===== src/rtl/sopc_mem_bridge_pkg.sv =====
// Shared types for the CPU-to-memory bridge: FSM state codes, grant codes,
// default widths/timeout and the fetch/data arbitration rule.
package sopc_mem_bridge_pkg;

   typedef enum logic [1:0] {
      ST_IDLE = 2'd0,
      ST_WAIT = 2'd1,
      ST_RESP = 2'd2
   } state_t;

   typedef enum logic {
      GNT_INST = 1'b0,
      GNT_DATA = 1'b1
   } grant_t;

   localparam int DEFAULT_ADDR_W  = 32;
   localparam int DEFAULT_DATA_W  = 32;
   localparam int DEFAULT_TIMEOUT = 16;

   // Data normally wins, but never twice in a row while a fetch is waiting.
   function automatic grant_t pick_grant(input logic   inst_req,
                                         input logic   data_req,
                                         input grant_t last);
      if (data_req && (!inst_req || last != GNT_DATA))
         return GNT_DATA;
      return GNT_INST;
   endfunction

endpackage


===== src/rtl/sopc_mem_bridge.sv =====
// Merges the CPU fetch and data ports onto one req/ack memory port with
// alternating-priority arbitration, pipeline stall request and access timeout.
module sopc_mem_bridge
   import sopc_mem_bridge_pkg::*;
#(
   parameter int ADDR_W  = DEFAULT_ADDR_W,
   parameter int DATA_W  = DEFAULT_DATA_W,
   parameter int SEL_W   = DATA_W / 8,
   parameter int TIMEOUT = DEFAULT_TIMEOUT,
   parameter int TO_W    = 5
) (
   input  logic              clk,
   input  logic              rst,
   input  logic              inst_ce_i,
   input  logic [ADDR_W-1:0] inst_addr_i,
   output logic [DATA_W-1:0] inst_data_o,
   output logic              inst_ack_o,
   input  logic              data_ce_i,
   input  logic              data_we_i,
   input  logic [ADDR_W-1:0] data_addr_i,
   input  logic [SEL_W-1:0]  data_sel_i,
   input  logic [DATA_W-1:0] data_wdata_i,
   output logic [DATA_W-1:0] data_rdata_o,
   output logic              data_ack_o,
   output logic              bus_err_o,
   output logic              stall_req_o,
   output logic              mem_req_o,
   output logic              mem_we_o,
   output logic [ADDR_W-1:0] mem_addr_o,
   output logic [SEL_W-1:0]  mem_sel_o,
   output logic [DATA_W-1:0] mem_wdata_o,
   input  logic [DATA_W-1:0] mem_rdata_i,
   input  logic              mem_ack_i
);

   localparam logic [TO_W-1:0] TO_LAST = TO_W'(TIMEOUT - 1);

   state_t            state, state_nxt;
   grant_t            grant, grant_nxt;
   grant_t            last_grant, last_grant_nxt;
   logic [TO_W-1:0]   cnt, cnt_nxt;

   logic              req_nxt, we_nxt;
   logic [ADDR_W-1:0] addr_nxt;
   logic [SEL_W-1:0]  sel_nxt;
   logic [DATA_W-1:0] wdata_nxt;
   logic              inst_ack_nxt, data_ack_nxt, bus_err_nxt;
   logic [DATA_W-1:0] inst_data_nxt, data_rdata_nxt;

   logic              timed_out;
   logic [DATA_W-1:0] resp_data;

   assign timed_out   = (TIMEOUT != 0) && (cnt == TO_LAST);
   assign resp_data   = mem_we_o ? '0 : mem_rdata_i;
   assign stall_req_o = (inst_ce_i & ~inst_ack_o) | (data_ce_i & ~data_ack_o);

   always_comb begin
      // NOTE: every signal gets a default first so no path leaves one unassigned and infers a latch.
      state_nxt      = state;
      grant_nxt      = grant;
      last_grant_nxt = last_grant;
      cnt_nxt        = cnt;
      req_nxt        = mem_req_o;
      we_nxt         = mem_we_o;
      addr_nxt       = mem_addr_o;
      sel_nxt        = mem_sel_o;
      wdata_nxt      = mem_wdata_o;
      inst_data_nxt  = inst_data_o;
      data_rdata_nxt = data_rdata_o;
      inst_ack_nxt   = 1'b0;
      data_ack_nxt   = 1'b0;
      bus_err_nxt    = 1'b0;

      unique case (state)
         ST_IDLE: begin
            if (inst_ce_i || data_ce_i) begin
               grant_nxt      = pick_grant(inst_ce_i, data_ce_i, last_grant);
               last_grant_nxt = grant_nxt;
               req_nxt        = 1'b1;
               cnt_nxt        = '0;
               state_nxt      = ST_WAIT;
               if (grant_nxt == GNT_DATA) begin
                  we_nxt    = data_we_i;
                  addr_nxt  = data_addr_i;
                  sel_nxt   = data_sel_i;
                  wdata_nxt = data_wdata_i;
               end else begin
                  we_nxt    = 1'b0;
                  addr_nxt  = inst_addr_i;
                  sel_nxt   = '1;
                  wdata_nxt = '0;
               end
            end
         end
         ST_WAIT: begin
            // A late ack in the timeout cycle still counts as a clean completion.
            if (mem_ack_i || timed_out) begin
               req_nxt     = 1'b0;
               bus_err_nxt = ~mem_ack_i;
               state_nxt   = ST_RESP;
               if (grant == GNT_DATA) begin
                  data_ack_nxt   = 1'b1;
                  data_rdata_nxt = mem_ack_i ? resp_data : '0;
               end else begin
                  inst_ack_nxt  = 1'b1;
                  inst_data_nxt = mem_ack_i ? resp_data : '0;
               end
            end else begin
               cnt_nxt = cnt + TO_W'(1);
            end
         end
         ST_RESP: state_nxt = ST_IDLE;
         default: state_nxt = ST_IDLE;
      endcase
   end

   always_ff @(posedge clk) begin
      // NOTE: state registers use non-blocking assignment so all flops update from pre-edge values.
      if (rst) begin
         state        <= ST_IDLE;
         grant        <= GNT_INST;
         last_grant   <= GNT_INST;
         cnt          <= '0;
         mem_req_o    <= 1'b0;
         mem_we_o     <= 1'b0;
         mem_addr_o   <= '0;
         mem_sel_o    <= '0;
         mem_wdata_o  <= '0;
         inst_data_o  <= '0;
         data_rdata_o <= '0;
         inst_ack_o   <= 1'b0;
         data_ack_o   <= 1'b0;
         bus_err_o    <= 1'b0;
      end else begin
         state        <= state_nxt;
         grant        <= grant_nxt;
         last_grant   <= last_grant_nxt;
         cnt          <= cnt_nxt;
         mem_req_o    <= req_nxt;
         mem_we_o     <= we_nxt;
         mem_addr_o   <= addr_nxt;
         mem_sel_o    <= sel_nxt;
         mem_wdata_o  <= wdata_nxt;
         inst_data_o  <= inst_data_nxt;
         data_rdata_o <= data_rdata_nxt;
         inst_ack_o   <= inst_ack_nxt;
         data_ack_o   <= data_ack_nxt;
         bus_err_o    <= bus_err_nxt;
      end
   end

endmodule


===== config.mk =====
export PLATFORM = sky130hd
export DESIGN_NAME = sopc_mem_bridge
export DESIGN_NICKNAME = d
export VERILOG_FILES = /design/src/rtl/sopc_mem_bridge_pkg.sv /design/src/rtl/sopc_mem_bridge.sv
export SDC_FILE = /design/constraint.sdc
export NUM_CORES = 1
export LEC_CHECK = 0
export BUFFER_PORTS_ARGS = -buffer_cell sky130_fd_sc_hd__buf_2
export CORE_MARGIN = 2
export CORE_UTILIZATION = 25
export DETAILED_ROUTE_END_ITERATION = 8
export HOLD_SLACK_MARGIN = 0.05
export PLACE_DENSITY_LB_ADDON = 0.08
export SETUP_SLACK_MARGIN = 0.5
export SLEW_MARGIN = 20
export SYNTH_ARGS = -nofsm -noshare
export SYNTH_HDL_FRONTEND = slang
export SYNTH_SLANG_ARGS = --single-unit

===== constraint.sdc =====
create_clock -name clk -period 5.2 [get_ports clk]
set_clock_uncertainty 0.05 [all_clocks]
set_input_delay 0 -clock clk [delete_from_list [all_inputs] [get_ports clk]]
set_output_delay 0 -clock clk [all_outputs]
set_load 0.01 [all_outputs]

---- Yosys cells after proc, flatten, opt, wreduce, memory -nomap -nowiden ----
Index checks and enable logic that the tools add are counted.
storage, ports and cells
  flip-flop bits (word level) ............. 145
  output and inout bits ................... 138
  logic and storage cells ................. 66
  input port bits ......................... 138
operators by class
  eq/ne operators ......................... 5
  $add $sub $neg .......................... 1
  bitwise gates (word level) .............. 9
  mux-type cells .......................... 24
  reductions and logical operators ........ 14
operator list
  cell                                                                    count
  32-bit 2-to-1 mux                                                       4
  1-bit 2-to-1 mux                                                        12
  3-bit AND reduction                                                     4
  5-bit 2-to-1 mux                                                        2
  5-bit case mux with 2 select lines                                      1
  2-bit != test (second input constant)                                   3
  1-bit inverter                                                          6
  5-bit by 1-bit adder with 5-bit output (second input constant)          1
  5-bit by 4-bit equality test with 1-bit output (second input constant)  1
  2-bit 2-to-1 mux                                                        2
  4-bit 2-to-1 mux                                                        1
  2-bit case mux with 2 select lines                                      1
  2-bit AND reduction                                                     2
  1-bit logical OR                                                        3
  3-bit OR reduction                                                      1
  1-bit bitwise AND                                                       2
  2-bit by 1-bit equality test with 1-bit output (second input constant)  1
  2-bit zero test                                                         1
  1-bit case mux with 2 select lines                                      1
  2-bit nonzero test                                                      1
  1-bit logical AND                                                       1
  1-bit zero test                                                         1
  1-bit OR                                                                1

---- Logic depth before layout (Yosys ltp) ----
Gate-level depths: netlist of run 1.
  depth in word-level cells ............... 10
  depth in mapped cells ................... 9
  depth with buffers taken out ............ 6

---- Worst setup path after synthesis of run 1 ----
No wires, ideal clock.
  path type ............................... reg2reg
  start ................................... register cnt[0]
  end ..................................... register data_rdata_o[0]
  data required time ...................... 5.018 ns
  slack ................................... 3.358 ns
  setup time .............................. 0.132 ns
  cell stages (with the launch flop) ...... 10
  data arrival time ....................... 1.660 ns
  buffers on the path ..................... 3
  cell sequence ........................... dfxtp_1 > ha_1 > and3_1 > ha_1 > or2_1 > buf_2 > buf_4 > buf_2 > nand4_1 > a21oi_1
on the way
  longest elaborated chain between the ends .. 3
RTL lines
  element                                         line                    source
  from (decl)                                     sopc_mem_bridge.sv:41   logic [TO_W-1:0] cnt, cnt_nxt;
  from (signal assigned)                          sopc_mem_bridge.sv:138  cnt <= cnt_nxt;
  5-bit by 4-bit equality test with 1-bit output  sopc_mem_bridge.sv:53   assign timed_out = (TIMEOUT != 0) && (cnt == TO_LAST);
  1-bit logical OR                                sopc_mem_bridge.sv:97   if (mem_ack_i || timed_out) begin
  3-bit AND reduction (no line)                   -
  to (signal assigned)                            sopc_mem_bridge.sv:145  data_rdata_o <= data_rdata_nxt;
  to (decl)                                       sopc_mem_bridge.sv:23   output logic [DATA_W-1:0] data_rdata_o,
No other way between the ends.
A chain may end at the register's enable or synchronous reset.

---- Final worst setup path of run 1 ----
  start ................................... register cnt[0]
  end ..................................... register data_rdata_o[2]
Same word-level chain as after synthesis.

==> results of run 1 <==
cell families after synthesis:
logic type               count (synthesis)  synth area share
AND/OR/NAND/NOR                        152             0.153
AO/OA/AOI/OAI                          284             0.281
multiplexers                            32            0.0483
flip-flops                             145             0.437
buffers and inverters                  109            0.0763
adder cells (fa/ha/maj)                  2           0.00377
state kept, by name, summed over array words and instances, names as in the netlist:
signal	cells
data_rdata_o	32
inst_data_o	32
mem_addr_o	32
mem_wdata_o	32
cnt	5
mem_sel_o	4
state	2
bus_err_o	1
data_ack_o	1
inst_ack_o	1
last_grant	1
mem_req_o	1
mem_we_o	1
what timing repair did:
item | in CTS | in global routing
resized for setup | 0 | 0
hold buffers | 138 | 0
setup endpoints to repair | 0 | 0
hold endpoints to repair | 135 | 0
setup buffers | 0 | 0
metrics by stage:
step	hold WS, ns	util	cells
after floorplan	0.0855	-	724
after global placement	0.192	0.311	1249
after detailed placement	0.202	0.311	1249
after CTS	0.165	0.388	1418
after global routing	0.204	0.388	1418
final	0.200	0.388	1418
power breakdown:
| group | internal [mW] | switching [mW] |
|---|---|---|
| Sequential | 1.17 | 0.0300 |
| Clock | 0.818 | 0.512 |
| Combinational | 0.256 | 0.346 |
| Total | 2.25 | 0.888 |
Yosys cell counts (5+ instances only):
master / count
a211oi_1: 7
a211oi_2: 30
a21oi_1: 138
and3b_1: 32
buf_2: 24
buf_4: 5
clkbuf_1: 65
dfxtp_1: 145
inv_1: 9
mux2i_1: 32
nand4_1: 97
o21ai_0: 34
o31ai_1: 64
cells in the final DEF, fill, tap and decap left out, types with 2 or more instances in the layout:
master	count
o31ai_1	64
mux2i_1	32
nor4_1	3
and3b_1	32
and3_1	2
o21ai_0	34
nor2_4	3
nand4_1	97
nand2_1	3
bufinv_16	4
a211oi_1	7
buf_4	16
o221ai_1	3
dfxtp_1	144
o22ai_1	2
a21oi_1	138
clkinvlp_4	3
ha_1	2
clkinv_4	2
dlygate4sd3_1	138
or2_1	2
buf_2	274
a211oi_2	30
nand3_1	2
clkbuf_16	17
or3_1	2
inv_6	2
inv_1	8
routing by layer:
layer	global-route usage	wire, µm	up-vias
li1	-	-	3478
met2	0.282	11800	203
met3	0.0335	1270	18
met5	0	0	-
met1	0.234	11600	3400
met4	0.0461	286	0
worst paths after layout:
check	end	slack, ns	depth (start not counted)
setup / recovery	data_rdata_o[2]$_SDFFE_PP0P_	2.17	8
hold / removal	mem_wdata_o[31]$_SDFFE_PP0P_	0.20	3
hold reg to reg	data_rdata_o[20]$_SDFFE_PP0P_	0.41	2
setup reg to reg	data_rdata_o[2]$_SDFFE_PP0P_	2.17	8
final cells by class:
class	instances	share of cell area
Tap cell	335	0.0414
Multi-Input combinational cell	470	0.322
Clock buffer	19	0.0438
Timing Repair Buffer	428	0.284
Sequential cell	145	0.287
Inverter	9	0.00359
Clock inverter	12	0.0181
critical path: cells and delay by family (launching register included):
family / cells / cell delay (ns)
adder cells (fa/ha/maj): 2 / 0.39
buffers and inverters: 2 / 0.98
AND/OR/NAND/NOR: 3 / 1.01
AO/OA/AOI/OAI: 1 / 0.16
flip-flops: 1 / 0.37
==> metrics.txt, run 1 <==
Yosys cell types=35; Finish-stage setup viols=0; I/O pin cnt=roughly 280; Row Count=59; Worst-Margin Slew=between 0.9 and 1 ns; Setup crit start=cnt[0]$_SDFFE_PP0P_; crit start category=flop; largest stage delay on the critical path=roughly 0.7 ns; via count=about 7.1k; count of pins over their slew limit=0; PD cells=a little over 300 nW/µm²; die area=27900 µm²; Clk pin slew, worst setup/hold paths=about 0.060 ns; Core Box Area=26100 µm²; Worst Path Max Fanout=between 40 and 50; DRC Markers=0; vias in the first global route=7112; CTS buffer count=17; Clock Tree Buf Depth=2; Lkg Pwr=4.29 nW; fin nets=1211; first-iteration detailed-routing DRC count=402; crit path DAT=roughly 3.3 ns; routability cong.=0.732; WP data required=roughly 5.5 ns; drt via density=5.01; Die Ht=between 150 and 200 µm; largest net degree at the start of global routing=69; overall global routing resource usage=0.173; placed cell areas=8110 µm²; die width=167 µm; Crit-path slowest cell=or2_2; H-tree levels=4; post-synthesis sequential area ratio=0.437; # clock sinks=145; DRT antenna net count=0; r2r startpoint=cnt[0]$_SDFFE_PP0P_; Critical Path Most Common Cell=ha_1; critical path class=reg -> reg; final hold vios=0; CTS tree=yes; ys async rst share=0; Placement Setup Slack=2.58 ns; RSZ-0062 raised after global routing=false; Post-synth EDFFs=0; routed len/inst=17.6 µm; DRT Pass-1 Iters=4; syn nets=864; crit path capture type=flop; cell chain of the critical path=ha_1 -> and3_1 -> ha_1 -> or2_2 -> buf_4 -> nand4_1 -> a21oi_1 -> dlygate4sd3_1; final instance area=10100 µm²; Ys Warns=0; dominant cell type by area after synthesis=dfxtp_1; synth top area cells=dfxtp_1, a21oi_1, nand4_1; FF+latch count, synth=145; ys flop type=dfxtp_1; fmax=roughly 330 MHz; Initial Util=0.255; Final WS setup=2.17 ns; multi-input logic area=3260 µm²; setup TNS=0 ns; min-delay worst type=in -> reg; Area growth syn-to-layout=52.4%; Tot Pwr=around 3.1 mW; post-layout min period=3.03 ns; Antenna diodes=0; first-pass GRT wire length=39600 µm; Root Buffer=clkbuf_16; Max-cap violations=0; Syn Area/Cell=between 9 and 10 µm²; Fillers=2655; max_slew headroom=0.351; final wirelength=24900 µm; area fraction of the dominant cell type after synthesis=0.437; register area=2900 µm²; layout cells sized above 1=0.333; hold path start=data_ce_i; Post-Synthesis Cells=724; total global routing overflow=0; initial antenna violation count=0; IO buf count=275; run status=finished, final reports clean; clock latency on the worst-skew pair=0.41 ns; fin crit share=0.583; Detail Placement HPWL=14500 µm; post-synthesis cell area=approximately 6600 µm²; peak supply drop=0.000167 V
Power figures use the tool's default switching activity.
==> run 2: changes to the inputs <==
==> constraint.sdc (replaced) <==
create_clock -name clk -period 2.5 [get_ports clk]
set_clock_uncertainty 0.05 [all_clocks]
set_input_delay 0 -clock clk [delete_from_list [all_inputs] [get_ports clk]]
set_output_delay 0 -clock clk [all_outputs]
set_load 0.01 [all_outputs]
==> metrics.txt, run 2 (same netlist as run 1, synthesis figures left out) <==
DRT antenna net count=0 (unchanged); DRT Pass-1 Iters=4 (unchanged); IO buf count=275 (unchanged); initial antenna violation count=0 (unchanged); die width=167 µm (unchanged); R2R depth=7 (was 8); H-tree levels=4 (unchanged); sequential power share=0.393 (was 0.383); Clock Tree Buf Depth=2 (unchanged); via count=7085 (was 7099); internal power=4.48 mW (was 2.25 mW); layout cells sized above 1=0.337 (was 0.333); Critical Path Most Common Cell=ha_1 (unchanged); hold path start=inst_ce_i (was data_ce_i); Antenna diodes=0 (unchanged); CTS tree=yes (unchanged); switching power of the nets=1.88 mW (was 0.888 mW); Crit-path slowest cell=dfxtp_1 (was or2_2); vias in the first global route=7125 (was 7112); RSZ-0062 raised after global routing=false (unchanged); Area growth syn-to-layout=54.4% (was 52.4%); commonest non-fill, non-tap cell in the layout=buf_2 (unchanged); run status=finished, final reports clean (unchanged); highest-count cells in the layout ignoring fill and taps=buf_2, dfxtp_1, a21oi_1, dlygate4sd3_1, nand4_1 (unchanged); r2r startpoint=cnt[0]$_SDFFE_PP0P_ (unchanged); routed len/inst=17.9 µm (was 17.6 µm); first-pass GRT wire length=39700 µm (was 39600 µm); crit path DAT=2.15 ns (was 3.34 ns); Detail Placement HPWL=14800 µm (was 14500 µm); CTS buffer count=17 (unchanged); Comb power frac=0.201 (was 0.192); drt via density=4.98 (was 5.01); routability cong.=0.736 (was 0.732); DRC Markers=0 (unchanged); min-delay worst type=in -> reg (unchanged); Worst Path Max Fanout=28 (was 44); die area=27900 µm² (unchanged); FF-to-FF End=cnt[4]$_SDFFE_PP0P_ (was data_rdata_o[2]$_SDFFE_PP0P_); Core Box Area=26100 µm² (unchanged); crit path capture type=flop (unchanged); hold_ws=0.0758 ns (was 0.200 ns); placed cell areas=8280 µm² (was 8110 µm²); WHS Path Cells=4 (was 3); Tot Pwr=6.36 mW (was 3.13 mW); Lkg Pwr=4.34 nW (was 4.29 nW); final wirelength=25500 µm (was 24900 µm); PD cells=621 nW/µm² (was 310 nW/µm²); Finish-stage setup viols=0 (unchanged); Root Buffer=clkbuf_16 (unchanged); I/O pin cnt=276 (unchanged); critical path class=reg -> reg (unchanged); WP data required=2.74 ns (was 5.51 ns); largest stage delay on the critical path=0.33 ns (was 0.70 ns); Hold Path End=cnt[1]$_SDFFE_PP0P_ (was mem_wdata_o[31]$_SDFFE_PP0P_); Placement Setup Slack=0.446 ns (was 2.58 ns); Initial Util=0.255 (unchanged); final hold vios=0 (unchanged); fin crit share=0.765 (was 0.583); Row Count=59 (unchanged); count of pins over their slew limit=0 (unchanged); max_slew headroom=0.510 (was 0.351); post-layout min period=1.91 ns (was 3.03 ns); # clock sinks=145 (unchanged); Die Ht=167 µm (unchanged); first-iteration detailed-routing DRC count=367 (was 402); largest net degree at the start of global routing=73 (was 69); setup TNS=0 ns (unchanged); fmax=523 MHz (was 330 MHz); Final WS setup=0.588 ns (was 2.17 ns); FF-to-FF setup slack=0.59 ns (was 2.17 ns); Sw Ratio=0.296 (was 0.283); Worst-Margin Slew=0.734 ns (was 0.974 ns); final instance area=10300 µm² (was 10100 µm²); fin nets=1216 (was 1211); Clk pin slew, worst setup/hold paths=0.06 ns (about the same); peak supply drop=0.000442 V (was 0.000167 V); overall global routing resource usage=0.175 (was 0.173); cell chain of the critical path=ha_1 -> and3_1 -> ha_1 -> or2_4 -> buf_6 -> o221ai_1 -> a21oi_1 (was ha_1 -> and3_1 -> ha_1 -> or2_2 -> buf_4 -> nand4_1 -> a21oi_1 -> dlygate4sd3_1); Final Non-Filler Cells=1424 (was 1418); Post-CTS Setup Bufs=0 (unchanged); clock latency on the worst-skew pair=0.41 ns (about the same); power share of the clock group=0.406 (was 0.425); Finished Core Util=0.393 (was 0.388); total global routing overflow=0 (unchanged); crit start category=flop (unchanged); placed instance count=1255 (was 1249); Max-cap violations=0 (unchanged)
-- run 2: power by group through the flow --
| stage | clock (mW) | combinational, mW | sequential (mW) |
|---|---|---|---|
| CTS | 2.68 | 1.28 | 2.50 |
| finish | 2.58 | 1.28 | 2.50 |
| detailed placement | 0 | 1.11 | 2.55 |
| floorplan | 0 | 0.614 | 2.60 |
| global placement | 0 | 1.12 | 2.55 |
| global route | 2.78 | 1.38 | 2.52 |
-- run 2: worst max-delay path, delay by kind of cell (launching register included) --
kind            cells  cell delay, ns
compound gates      2            0.30
fa+ha+maj           2            0.44
buf+inv             1            0.20
flops               1            0.33
simple gates        2            0.48
-- run 2: worst max-delay path by stage --
stage,from,endpoint,slack (ns)
final,cnt[0]$_SDFFE_PP0P_,cnt[4]$_SDFFE_PP0P_,0.59
after global routing,cnt[0]$_SDFFE_PP0P_,data_rdata_o[28]$_SDFFE_PP0P_,0.50
after global placement,cnt[0]$_SDFFE_PP0P_,cnt[4]$_SDFFE_PP0P_,0.46
after detailed placement,cnt[0]$_SDFFE_PP0P_,cnt[4]$_SDFFE_PP0P_,0.45
after floorplan,cnt[0]$_SDFFE_PP0P_,data_rdata_o[0]$_SDFFE_PP0P_,0.66
after CTS,cnt[0]$_SDFFE_PP0P_,cnt[3]$_SDFFE_PP0P_,0.56
-- run 2: cell type report --
class	instances	area (µm²)
Fill cell	2672	15800
Multi-Input combinational cell	470	3260
Timing Repair Buffer	433	3050
Sequential cell	145	2900
Clock buffer	19	433
Tap cell	335	419
Clock inverter	13	153
Inverter	9	33.8
-- run 2: per-layer routing --
| layer | share of wire | vias up | track usage | wire length, µm |
|---|---|---|---|---|
| met4 | 0.017 | 0 | 0.0543 | 445 |
| met2 | 0.48 | 215 | 0.297 | 12200 |
| li1 | - | 3483 | - | - |
| met5 | 0 | - | 0 | 0 |
| met3 | 0.051 | 26 | 0.0342 | 1290 |
| met1 | 0.45 | 3361 | 0.224 | 11600 |
-- run 2: what timing repair did --
| item | 4_1_cts | 5_1_grt |
|---|---|---|
| hold endpoints to repair | 137 | 0 |
| setup endpoints to repair | 23 | 6 |
| resized for setup | 3 | 2 |
| hold buffers | 137 | 0 |
| pin swaps | 0 | 1 |
==> run 3: changes to the inputs <==
==> constraint.sdc (replaced) <==
create_clock -name clk -period 1.7 [get_ports clk]
set_clock_uncertainty 0.05 [all_clocks]
set_input_delay 0 -clock clk [delete_from_list [all_inputs] [get_ports clk]]
set_output_delay 0 -clock clk [all_outputs]
set_load 0.01 [all_outputs]
==> metrics.txt, run 3 (same netlist as run 1, synthesis figures left out) <==
Clk pin slew, worst setup/hold paths=0.06 ns (about the same); layout cells sized above 1=0.468 (was 0.337); total global routing overflow=0 (unchanged); power share of the clock group=0.377 (was 0.406); cell chain of the critical path=ha_4 -> and3_4 -> ha_4 -> buf_6 -> nor2_4 -> buf_4 -> buf_4 -> a31oi_1 -> a211oi_1 (was ha_1 -> and3_1 -> ha_1 -> or2_4 -> buf_6 -> o221ai_1 -> a21oi_1); run status=complete, but fails checks (was finished, final reports clean); WP data required=1.98 ns (was 2.74 ns); commonest non-fill, non-tap cell in the layout=buf_2 (unchanged); # clock sinks=145 (unchanged); largest stage delay on the critical path=0.33 ns (about the same); Final Non-Filler Cells=1472 (was 1424); IO buf count=275 (unchanged); routed len/inst=19.0 µm (was 17.9 µm); DRT Pass-1 Iters=5 (was 4); DRC Markers=0 (unchanged); count of pins over their slew limit=0 (unchanged); drt via density=5.05 (was 4.98); critical path class=reg -> reg (unchanged); Placement Setup Slack=-0.104 ns (was 0.446 ns); H-tree levels=4 (unchanged); routability cong.=0.742 (was 0.736); CTS tree=yes (unchanged); Clock Tree Buf Depth=2 (unchanged); max_slew headroom=0.622 (was 0.510); Comb power frac=0.257 (was 0.201); FF-to-FF End=cnt[2]$_SDFFE_PP0P_ (was cnt[4]$_SDFFE_PP0P_); largest net degree at the start of global routing=67 (was 73); crit path capture type=flop (unchanged); Worst Path Max Fanout=4 (was 28); crit path DAT=2.02 ns (was 2.15 ns); first-iteration detailed-routing DRC count=365 (was 367); crit start category=flop (unchanged); Initial Util=0.255 (unchanged); final hold vios=0 (unchanged); switching power of the nets=3.03 mW (was 1.88 mW); PD cells=838 nW/µm² (was 621 nW/µm²); Root Buffer=clkbuf_16 (unchanged); initial antenna violation count=1 (was 0); Lkg Pwr=4.80 nW (was 4.34 nW); fin nets=1264 (was 1216); Die Ht=167 µm (unchanged); internal power=7.06 mW (was 4.48 mW); fmax=574 MHz (was 523 MHz); R2R depth=9 (was 7); Final WS setup=-0.0429 ns (was 0.588 ns); Max-cap violations=0 (unchanged); Crit-path slowest cell=dfxtp_2 (was dfxtp_1); Detail Placement HPWL=15500 µm (was 14800 µm); r2r startpoint=cnt[1]$_SDFFE_PP0P_ (was cnt[0]$_SDFFE_PP0P_); setup TNS=-0.862 ns (was 0 ns); post-layout min period=1.74 ns (was 1.91 ns); FF-to-FF setup slack=-0.04 ns (was 0.59 ns); via count=7427 (was 7085); highest-count cells in the layout ignoring fill and taps=buf_2, dfxtp_1, dlygate4sd3_1, a21oi_1, nand4_1 (was buf_2, dfxtp_1, a21oi_1, dlygate4sd3_1, nand4_1); Finish-stage setup viols=45 (was 0); min-delay worst type=in -> reg (unchanged); DRT antenna net count=0 (unchanged); Area growth syn-to-layout=81.4% (was 54.4%); CTS buffer count=17 (unchanged); Row Count=59 (unchanged); die area=27900 µm² (unchanged); Setup crit start=cnt[1]$_SDFFE_PP0P_ (was cnt[0]$_SDFFE_PP0P_); final wirelength=27900 µm (was 25500 µm); fin crit share=1.03 (was 0.765); peak supply drop=0.000553 V (was 0.000442 V); I/O pin cnt=276 (unchanged); clock latency on the worst-skew pair=0.42 ns (was 0.41 ns); Sw Ratio=0.300 (was 0.296); CP Capture Point=cnt[2]$_SDFFE_PP0P_ (was cnt[4]$_SDFFE_PP0P_); Core Box Area=26100 µm² (unchanged); vias in the first global route=7656 (was 7125); overall global routing resource usage=0.195 (was 0.175); first-pass GRT wire length=43900 µm (was 39700 µm); Tot Pwr=10.1 mW (was 6.36 mW); die width=167 µm (unchanged); sequential power share=0.365 (was 0.393); Worst-Margin Slew=0.566 ns (was 0.734 ns); placed instance count=1273 (was 1255); failing checks=setup timing; RSZ-0062 raised after global routing=true (was false)
[run 3: cell types whose count changed in the layout (fill, tap and decap cells not counted), moves of 20 or more]
cell / before / now
mux2i_1: 32 / 1
mux2i_4: 0 / 24
o21ai_0: 34 / 1
o21ai_1: 0 / 30
o31ai_1: 64 / 13
o31ai_2: 0 / 31
o31ai_4: 0 / 20
[run 3: metal layers]
| layer | vias to the layer above | track usage | share of wire |
|---|---|---|---|
| met5 | - | 0 | 0 |
| met4 | 0 | 0.0513 | 0.018 |
| met3 | 32 | 0.0399 | 0.051 |
| met2 | 230 | 0.325 | 0.49 |
| met1 | 3574 | 0.259 | 0.44 |
| li1 | 3591 | - | - |
[run 3: how the worst min path moves through the flow]
stage                             start                            to  cells after the start
final                         inst_ce_i         mem_we_o$_SDFFE_PP0P_                      4
after global routing          inst_ce_i  mem_wdata_o[27]$_SDFFE_PP0P_                      4
after CTS                     inst_ce_i         mem_we_o$_SDFFE_PP0P_                      4
after detailed placement  data_sel_i[0]     mem_sel_o[0]$_SDFFE_PP0P_                      3
after global placement    data_sel_i[0]     mem_sel_o[0]$_SDFFE_PP0P_                      3
after floorplan           data_sel_i[0]     mem_sel_o[0]$_SDFFE_PP0P_                      2
[run 3: power by group through the flow]
stage	Clock [mW]	Sequential, mW	Combinational, mW
final	3.81	3.69	2.60
after global routing	4.07	3.71	2.78
after floorplan	0	3.83	0.944
after detailed placement	0	3.75	1.71
after CTS	3.93	3.68	2.49
after global placement	0	3.75	1.71
[run 3: worst max-delay path, delay by kind of cell, from the launching register on]
kind,cells,cell delay (ns)
AO/OA/AOI/OAI,2,0.28
AND/OR/NAND/NOR,2,0.31
adder cells (fa/ha/maj),2,0.31
flip-flops,1,0.33
buffers and inverters,3,0.38
[run 3: per-stage QoR]
step,instance area (µm²),hold WS [ns],util
2_1_floorplan,6750,0.0854,-
3_3_place_gp,8500,0.193,0.326
3_5_place_dp,8500,0.199,0.326
4_1_cts,11700,0.0459,0.449
5_1_grt,12000,0.0686,0.462
6_report,12000,0.0363,0.462
[run 3: what timing repair did]
action                                 CTS  global route
setup endpoints to repair              146           145
endpoints found under the hold margin  140             0
pin swaps                              109            28
hold buffers                           135             0
resized for setup                      169            50
cloned                                  14             2
setup buffers                           15             1
[run 3: final cells by class]
class,count,area [µm²]
Timing Repair Buffer,480,3900
Clock inverter,11,130
Sequential cell,145,2920
Antenna cell,1,2.50
Clock buffer,20,457
Tap cell,335,419
Multi-Input combinational cell,471,4180
Inverter,9,33.8
Fill cell,2458,14000
